$ cat src/rtl/mem_port_arbiter.sv
// mem_port_arbiter: shares one single-ported memory between instruction fetch (IF) and data (D) paths
//   i_clk, i_rst_n                          clock, async active-low reset
//   i_if_req/i_if_addr -> o_if_gnt          fetch request, comb grant
//   o_if_rvalid/o_if_rdata, o_stall_if      fetch response pulse, registered data, fetch stall
//   i_d_req/i_d_we/i_d_addr/i_d_wdata       data request (load/store)
//   o_d_gnt, o_d_rvalid/o_d_rdata           data grant, response pulse, registered load data
//   o_mem_en/we/addr/wdata, i_mem_rdata/i_mem_ready   registered memory access, memory response
//   o_bus_err                               pulses with rvalid when the watchdog aborts an access
module mem_port_arbiter #(
  parameter int ADDR_W     = 32,
  parameter int DATA_W     = 32,
  parameter int MAX_STREAK = 4,
  parameter int TIMEOUT    = 16
) (
  input  logic              i_clk,
  input  logic              i_rst_n,
  input  logic              i_if_req,
  input  logic [ADDR_W-1:0] i_if_addr,
  output logic              o_if_gnt,
  output logic              o_if_rvalid,
  output logic [DATA_W-1:0] o_if_rdata,
  output logic              o_stall_if,
  input  logic              i_d_req,
  input  logic              i_d_we,
  input  logic [ADDR_W-1:0] i_d_addr,
  input  logic [DATA_W-1:0] i_d_wdata,
  output logic              o_d_gnt,
  output logic              o_d_rvalid,
  output logic [DATA_W-1:0] o_d_rdata,
  output logic              o_mem_en,
  output logic              o_mem_we,
  output logic [ADDR_W-1:0] o_mem_addr,
  output logic [DATA_W-1:0] o_mem_wdata,
  input  logic [DATA_W-1:0] i_mem_rdata,
  input  logic              i_mem_ready,
  output logic              o_bus_err
);
  typedef enum logic [1:0] {IDLE, BUSY_IF, BUSY_D} state_t;
  localparam logic [3:0] STREAK_MAX = 4'(MAX_STREAK);
  localparam logic [7:0] WDOG_LAST  = 8'(TIMEOUT - 1);
  state_t            r_state;
  logic [3:0]        r_streak;
  logic [7:0]        r_wdog;
  logic              r_mem_en;
  logic              r_mem_we;
  logic [ADDR_W-1:0] r_mem_addr;
  logic [DATA_W-1:0] r_mem_wdata;
  logic              r_if_rvalid;
  logic [DATA_W-1:0] r_if_rdata;
  logic              r_d_rvalid;
  logic [DATA_W-1:0] r_d_rdata;
  logic              r_bus_err;
  logic              w_idle;
  logic              w_d_gnt;
  logic              w_if_gnt;
  logic              w_done;
  // grants are suppressed while reset is asserted even though the state already reads IDLE
  assign w_idle   = i_rst_n && r_state == IDLE;
  // D wins a collision unless fetch has already lost MAX_STREAK times in a row
  assign w_d_gnt  = w_idle && i_d_req && !(i_if_req && r_streak == STREAK_MAX);
  assign w_if_gnt = w_idle && i_if_req && !w_d_gnt;
  // an access ends on ready or when the watchdog's last allowed BUSY cycle passes without it
  assign w_done   = i_mem_ready || r_wdog == WDOG_LAST;
  assign o_if_gnt    = w_if_gnt;
  assign o_d_gnt     = w_d_gnt;
  assign o_stall_if  = i_rst_n && i_if_req && !w_if_gnt;
  assign o_if_rvalid = r_if_rvalid;
  assign o_if_rdata  = r_if_rdata;
  assign o_d_rvalid  = r_d_rvalid;
  assign o_d_rdata   = r_d_rdata;
  assign o_mem_en    = r_mem_en;
  assign o_mem_we    = r_mem_we;
  assign o_mem_addr  = r_mem_addr;
  assign o_mem_wdata = r_mem_wdata;
  assign o_bus_err   = r_bus_err;
  always_ff @(posedge i_clk or negedge i_rst_n) begin
    if (!i_rst_n) begin
      r_state     <= IDLE;
      r_streak    <= '0;
      r_wdog      <= '0;
      r_mem_en    <= 1'b0;
      r_mem_we    <= 1'b0;
      r_mem_addr  <= '0;
      r_mem_wdata <= '0;
      r_if_rvalid <= 1'b0;
      r_if_rdata  <= '0;
      r_d_rvalid  <= 1'b0;
      r_d_rdata   <= '0;
      r_bus_err   <= 1'b0;
    end else begin
      r_if_rvalid <= 1'b0;
      r_d_rvalid  <= 1'b0;
      r_bus_err   <= 1'b0;
      case (r_state)
        IDLE: begin
          if (w_d_gnt) begin
            r_state     <= BUSY_D;
            r_mem_en    <= 1'b1;
            r_mem_we    <= i_d_we;
            r_mem_addr  <= i_d_addr;
            r_mem_wdata <= i_d_wdata;
            r_wdog      <= '0;
            r_streak    <= !i_if_req ? 4'd0 : r_streak == STREAK_MAX ? r_streak : r_streak + 4'd1;
          end else if (w_if_gnt) begin
            r_state    <= BUSY_IF;
            r_mem_en   <= 1'b1;
            r_mem_we   <= 1'b0;
            r_mem_addr <= i_if_addr;
            r_wdog     <= '0;
            r_streak   <= '0;
          end
        end
        default: begin
          if (w_done) begin
            r_state   <= IDLE;
            r_mem_en  <= 1'b0;
            r_mem_we  <= 1'b0;
            r_bus_err <= !i_mem_ready;
            if (r_state == BUSY_IF) begin
              r_if_rvalid <= 1'b1;
              r_if_rdata  <= i_mem_ready ? i_mem_rdata : '0;
            end else begin
              r_d_rvalid <= 1'b1;
              // a completed store leaves the last load data in place; an abort always zeroes it
              if (!i_mem_ready || !r_mem_we) r_d_rdata <= i_mem_ready ? i_mem_rdata : '0;
            end
          end else begin
            r_wdog <= r_wdog + 8'd1;
          end
        end
      endcase
    end
  end
endmodule

$ cat config.mk
export PLATFORM = sky130hd
export DESIGN_NAME = mem_port_arbiter
export DESIGN_NICKNAME = d
export VERILOG_FILES = /design/src/rtl/mem_port_arbiter.sv
export SDC_FILE = /design/constraint.sdc
export NUM_CORES = 1
export LEC_CHECK = 0
export BUFFER_PORTS_ARGS = -buffer_cell sky130_fd_sc_hd__buf_4
export CAP_MARGIN = 20
export CORE_AREA = 2 2 144 104
export DETAILED_ROUTE_END_ITERATION = 6
export DIE_AREA = 0 0 146 106
export PLACE_DENSITY = 0.89
export SETUP_SLACK_MARGIN = 0.5
export SLEW_MARGIN = 20
export SYNTH_ARGS = -nofsm -noshare
export SYNTH_HDL_FRONTEND = slang
export SYNTH_SLANG_ARGS = --single-unit
$ cat constraint.sdc
create_clock -name i_clk -period 3 [get_ports i_clk]
set_input_delay 0.15 -clock i_clk [delete_from_list [all_inputs] [get_ports i_clk]]
set_output_delay 0.15 -clock i_clk [all_outputs]
set_load 0.01 [all_outputs]
=== Word level (Yosys, flattened, before mapping) ===
Index checks and enable logic that the tools add are counted.

* Multiplexer cells: 30
* Bitwise gates (word level): 2
* Div/mod/pow operators: 0
* $mul: 0
* Add/subtract/negate cells: 2
* Shift operators: 0
* Eq/ne operators: 6
* Reduce and logical (&&, ||, !) cells: 25
* Order comparisons: 0

{| class="wikitable"
|+ Operators by type and width
! operator !! count
|-
| $mux W32 || 3
|-
| $mux W8 || 4
|-
| $mux W4 || 4
|-
| $mux W1 || 15
|-
| $add A8 B1 Y8 const B || 1
|-
| $eq A8 B4 Y1 const B || 1
|-
| $logic_and A1 B1 Y1 || 8
|-
| $mux W2 || 4
|-
| $reduce_and A2 Y1 || 4
|-
| $ne A3 B3 Y1 const B || 2
|-
| $reduce_and A3 Y1 || 2
|-
| $logic_not A1 Y1 || 5
|-
| $add A4 B1 Y4 const B || 1
|-
| $eq A4 B3 Y1 const B || 1
|-
| $reduce_and A4 Y1 || 1
|-
| $reduce_bool A2 Y1 || 2
|-
| $eq A2 B1 Y1 const B || 1
|-
| $logic_not A2 Y1 || 1
|-
| $logic_or A1 B1 Y1 || 2
|-
| $ne A2 B1 Y1 const B || 1
|-
| $not A1 Y1 || 2
|}

* Memories: 0
* Bits in read-only memories: 0
* Word-level logic and storage cells: 77
* Bits of input ports: 134
* Bits in writable memories: 0
* Bits in latches: 0
* Output and inout bits: 136
* Bits in registers: 147

=== Longest topological paths before layout ===
* Word-level depth: 9
* Mapped depth: 7
* Depth with buffers taken out: 6

=== Worst setup path before layout ===
No wires, ideal clock.

* Path kind: reg-to-output
* Start: register r_streak[0]
* End: output o_if_gnt
* Stages on the path, launching flop included: 8
* Setup slack: 1380 ps
* Data arrival time: 1470 ps
* Buffers on the path: 1
* Cell sequence: dfrtp_1 > inv_1 > ha_1 > nand4b_1 > nand2_4 > inv_4 > buf_6 > nor3_1

* Longest elaborated chain between the ends: 6

{| class="wikitable"
|+ RTL lines
! what !! RTL line !! RTL
|-
| from (decl) || 42 || <nowiki>logic [3:0] r_streak;</nowiki>
|-
| from (signal assigned) || 103 || <nowiki>r_streak <= !i_if_req ? 4'd0 : r_streak == STREAK_MAX ? r_streak : r_streak + 4'd1;</nowiki>
|-
| $eq A4 B3 Y1 || 60 || <nowiki>assign w_d_gnt = w_idle && i_d_req && !(i_if_req && r_streak == STREAK_MAX);</nowiki>
|-
| $logic_and A1 B1 Y1 || 60 ||
|-
| $logic_not A1 Y1 || 60 ||
|-
| $logic_and A1 B1 Y1 || 60 ||
|-
| named net o_d_gnt || 27 || <nowiki>output logic o_d_gnt,</nowiki>
|-
| $logic_not A1 Y1 || 61 || <nowiki>assign w_if_gnt = w_idle && i_if_req && !w_d_gnt;</nowiki>
|-
| $logic_and A1 B1 Y1 || 61 ||
|-
| to (decl) || 19 || <nowiki>output logic o_if_gnt,</nowiki>
|}

The timed path passes the listed nets, and every way through them passes these cells.

=== Worst setup path in the final report ===
* Start: register r_state[1]
* End: output o_if_gnt

* Longest elaborated chain between the ends: 6
* Elaborated cells between the ends (all ways): 7

{| class="wikitable"
|+ RTL lines
! what !! RTL line !! RTL
|-
| from (decl) || 41 || <nowiki>state_t r_state;</nowiki>
|-
| from (signal assigned) || 78 || <nowiki>r_state <= IDLE;</nowiki>
|-
| from (signal assigned) || 97 || <nowiki>r_state <= BUSY_D;</nowiki>
|-
| from (signal assigned) || 105 || <nowiki>r_state <= BUSY_IF;</nowiki>
|-
| $logic_not A2 Y1 (*) || 58 || <nowiki>assign w_idle = i_rst_n && r_state == IDLE;</nowiki>
|-
| $logic_and A1 B1 Y1 (*) || 58 ||
|-
| $logic_and A1 B1 Y1 (2 in a row) || 60 ||
|-
| $logic_not A1 Y1 || 61 ||
|-
| $logic_and A1 B1 Y1 (*) || 61 ||
|}

Every way passes the cells marked *; elsewhere a longest branch is shown, timed or not.

==> flow_summary.yaml <==
routing:
  drt_wl_total_mm: 20.9
  drt_pre_antenna_iters: 7
  via_per_inst: 5.77
  post_detailed_route_drc_marker_count: 0
  drt.antenna.violating_nets: 0
  wl_per_cell_microns: 19.0
  detail_route.iter0.violations: 425
  num_vias: 6350
logic_synthesis:
  yosys.area.top_type: "sky130_fd_sc_hd__dfrtp_1"
  ys.flop_type: "sky130_fd_sc_hd__dfrtp_1"
  ys_top_cells_by_area: "sky130_fd_sc_hd__dfrtp_1 52%, sky130_fd_sc_hd__a22o_1 7.9%, sky130_fd_sc_hd__a221o_1 4.7%, sky130_fd_sc_hd__a21o_1 3.5%, sky130_fd_sc_hd__mux2_2 3.2%"
  number_of_warnings_printed_during_yosys_synthesis: 0
  synth.top_cell.area_share: 0.522
  synth_edf_count: 0
  sequential_cell_area_fraction_in_the_yosys_report: 0.522
  netlist_area_sq_um: 7050
  postSynthCellCount: 616
  yosys_register_bits: 147
  async_reset_ff_frac: 1.00
  mappedNetlistNets: 753
  postSynthAreaPerCell_sq_um: 11.4
  ys_types: 54
pwr:
  power.net_switching_mw: 2.42
  vdd_ir_drop_max_mv: 0.444
  power.sequential.fraction: 0.382
  net_sw_frac: 0.313
  power.clock.fraction: 0.290
  leakagePower_nw: 4.42
  internal_power_mw: 5.30
  pwr_density_cell_nw_per_um2: 766
  fin_total_pwr_mw: 7.71
  combPwrFrac: 0.329
clocking:
  clock_tree.root_cell: "sky130_fd_sc_hd__clkbuf_16"
  tritoncts: "built"
  htree_levels: 4
  tritoncts_num_sinks: 147
  cts_setup_buffers: 0
  clkTransAtPathRegs_ps: 60
  clk_path_buf_depth: 2
  cts-buffers-inserted: 17
  insertion_delay_ps: 410
sta:
  final.setup.tns_ps: 0
  layout_worst_path_cycle_share: 0.768
  finalHoldViolations: 0
  slew_headroom: 0.572
  worst_slew_pin_slew_ps: 643
  max_freq_ghz: 0.434
  finalSetupViolations: 0
  final_min_period_ps: 2300
  slew_viol_final: 0
  grt_setup_unrepaired: "false"
  clock-skew-final_ps: 9.87
layout:
  antenna_cells_inserted: 0
  final_nets: 1031
  drive_gt1_frac: 0.386
  most-common-layout-cells: "284 x sky130_fd_sc_hd__buf_4, 147 x sky130_fd_sc_hd__dfrtp_1, 64 x sky130_fd_sc_hd__a22o_1"
  most_common_cell_after_layout_fill_and_taps_aside: "sky130_fd_sc_hd__buf_4"
  synthToLayoutAreaGrowth_pct: 42.9
worst_setup_path:
  start_to_end_type_of_the_worst_setup_path: "reg -> out"
  arrival_ps: 2150
  crit_required_ps: 2850
  cell_breakdown_of_the_critical_path: "and4bb_1 > nand2_4 > inv_4 > nor3_1 > buf_4"
  setup.worst_path.end_class: "primary output"
  cp_slowest_cell: "sky130_fd_sc_hd__dfrtp_1"
  max_stage_delay_ps: 560
  worst_setup_path_start_kind: "flip-flop"
  crit_fanout: 40
global_routing:
  grt_max_degree: 50
  grt_util_all_layers: 0.268
  total_global_routing_overflow: 0
  number_of_antenna_violations_at_the_first_check_in_global_routing: 0
  first_global_vias: 6306
  wire_length_of_the_first_global_routing_pass_mm: 33.2
hold_path:
  hp-class: "in -> reg"
run:
  maxCapViolations: 0
place:
  detailed_place_hpwl_mm: 13.5
  routabilityCongestion: 0.795
  numPortBuffers: 269
die:
  core-area_sq_um: 14300
  number_of_cell_rows: 37
  start_util: 0.495
  floorplan.die_area_sq_um: 15500
  dieWidth_microns: 146
  io_pins: 270
  die_height_microns: 106
outcome:
  run_status: "complete, no violations"
sequential cells by signal (all words and copies together) (netlist names):
| signal | cells |
|---|---|
| r_state | 2 |
| o_bus_err | 1 |
| o_mem_we | 1 |
| o_mem_wdata | 32 |
| o_mem_addr | 32 |
| o_mem_en | 1 |
| o_d_rdata | 32 |
| r_streak | 4 |
| o_d_rvalid | 1 |
| r_wdog | 8 |
| o_if_rvalid | 1 |
| o_if_rdata | 32 |
power groups by stage:
stage | clock network (mW) | logic (mW) | registers (mW)
final | 2.23 | 2.54 | 2.94
after detailed placement | 0 | 2.49 | 2.95
after global placement | 0 | 2.42 | 2.92
after floorplan | 0 | 1.10 | 3.10
after global routing | 2.36 | 2.73 | 3.01
after CTS | 2.26 | 2.53 | 2.93
final timing paths:
path                                 startpoint  slack [ps]  cells after the start              end
worst max-delay path                 r_state[1]         700                      5         o_if_gnt
worst min-delay path               i_d_addr[31]           6                      3   o_mem_addr[31]
worst max register to register       r_state[1]         930                      5         o_mem_we
worst min register to register  o_mem_wdata[25]         490                      1  o_mem_wdata[25]
max in group asynchronous               i_rst_n        1260                      4    o_if_rdata[7]
min in group asynchronous               i_rst_n         210                      2      r_streak[3]
critical path: cells and delay by family (launching register included):
family        cells  cell delay (ps)
simple gates      3              630
buf+inv           2              540
flops             1              560
cells in the mapped netlist (2+ instances only):
cell type,n
sky130_fd_sc_hd__dfrtp_1,147
sky130_fd_sc_hd__a22o_1,64
sky130_fd_sc_hd__o21ai_0,39
sky130_fd_sc_hd__nand3_1,38
sky130_fd_sc_hd__a21oi_1,36
sky130_fd_sc_hd__nor2b_1,36
sky130_fd_sc_hd__a21o_1,33
sky130_fd_sc_hd__a221o_1,33
sky130_fd_sc_hd__a31oi_1,32
sky130_fd_sc_hd__clkbuf_1,29
sky130_fd_sc_hd__mux2_2,20
sky130_fd_sc_hd__buf_2,16
sky130_fd_sc_hd__mux2_1,12
sky130_fd_sc_hd__buf_6,11
sky130_fd_sc_hd__buf_4,5
sky130_fd_sc_hd__nand2_1,5
sky130_fd_sc_hd__o211ai_1,5
sky130_fd_sc_hd__nand2b_1,4
sky130_fd_sc_hd__ha_1,3
sky130_fd_sc_hd__inv_1,3
sky130_fd_sc_hd__mux2i_1,3
sky130_fd_sc_hd__nor2_1,3
sky130_fd_sc_hd__or4_1,3
sky130_fd_sc_hd__a32o_1,2
sky130_fd_sc_hd__nand4_1,2
sky130_fd_sc_hd__nor3_1,2
sky130_fd_sc_hd__o31ai_1,2
sky130_fd_sc_hd__or2_2,2
final cells by class:
type                            count  area (sq um)
Fill cell                        1018          4180
Sequential cell                   147          3680
Multi-Input combinational cell    403          3010
Timing Repair Buffer              321          2510
Clock buffer                       18           429
Tap cell                          195           244
Clock inverter                     12           183
Inverter                            4          17.5
stage by stage:
| stage | util | setup WS, ps | hold WS [ps] | std cells | instance area [sq um] |
|---|---|---|---|---|---|
| global placement | 0.639 | 1070 | 38.8 | 1035 | 9110 |
| finish | 0.707 | 697 | 6.11 | 1100 | 10100 |
| detailed placement | 0.639 | 997 | 43.1 | 1035 | 9110 |
| CTS | 0.707 | 701 | 2.06 | 1100 | 10100 |
| global route | 0.707 | 578 | 4.11 | 1100 | 10100 |
| floorplan | - | 1380 | -146 | 616 | 7050 |
layer usage:
metal,share of wire,up-vias,global-route usage
met1,0.41,3125,0.351
met3,0.074,33,0.0588
met5,0,-,0
li1,-,2912,-
met2,0.50,280,0.449
met4,0.020,0,0.0895
logic make-up after synthesis:
group / synth area share
flops: 0.522
mux: 0.0554
simple gates: 0.0962
buf+inv: 0.0527
fa+ha+maj: 0.00532
compound gates: 0.269
timing repair:
item	4_1_cts	5_1_grt
endpoints found under the hold margin	58	0
hold buffers	35	0
gates resized for setup	0	0
Note: power is estimated with default switching activity, not from simulation.
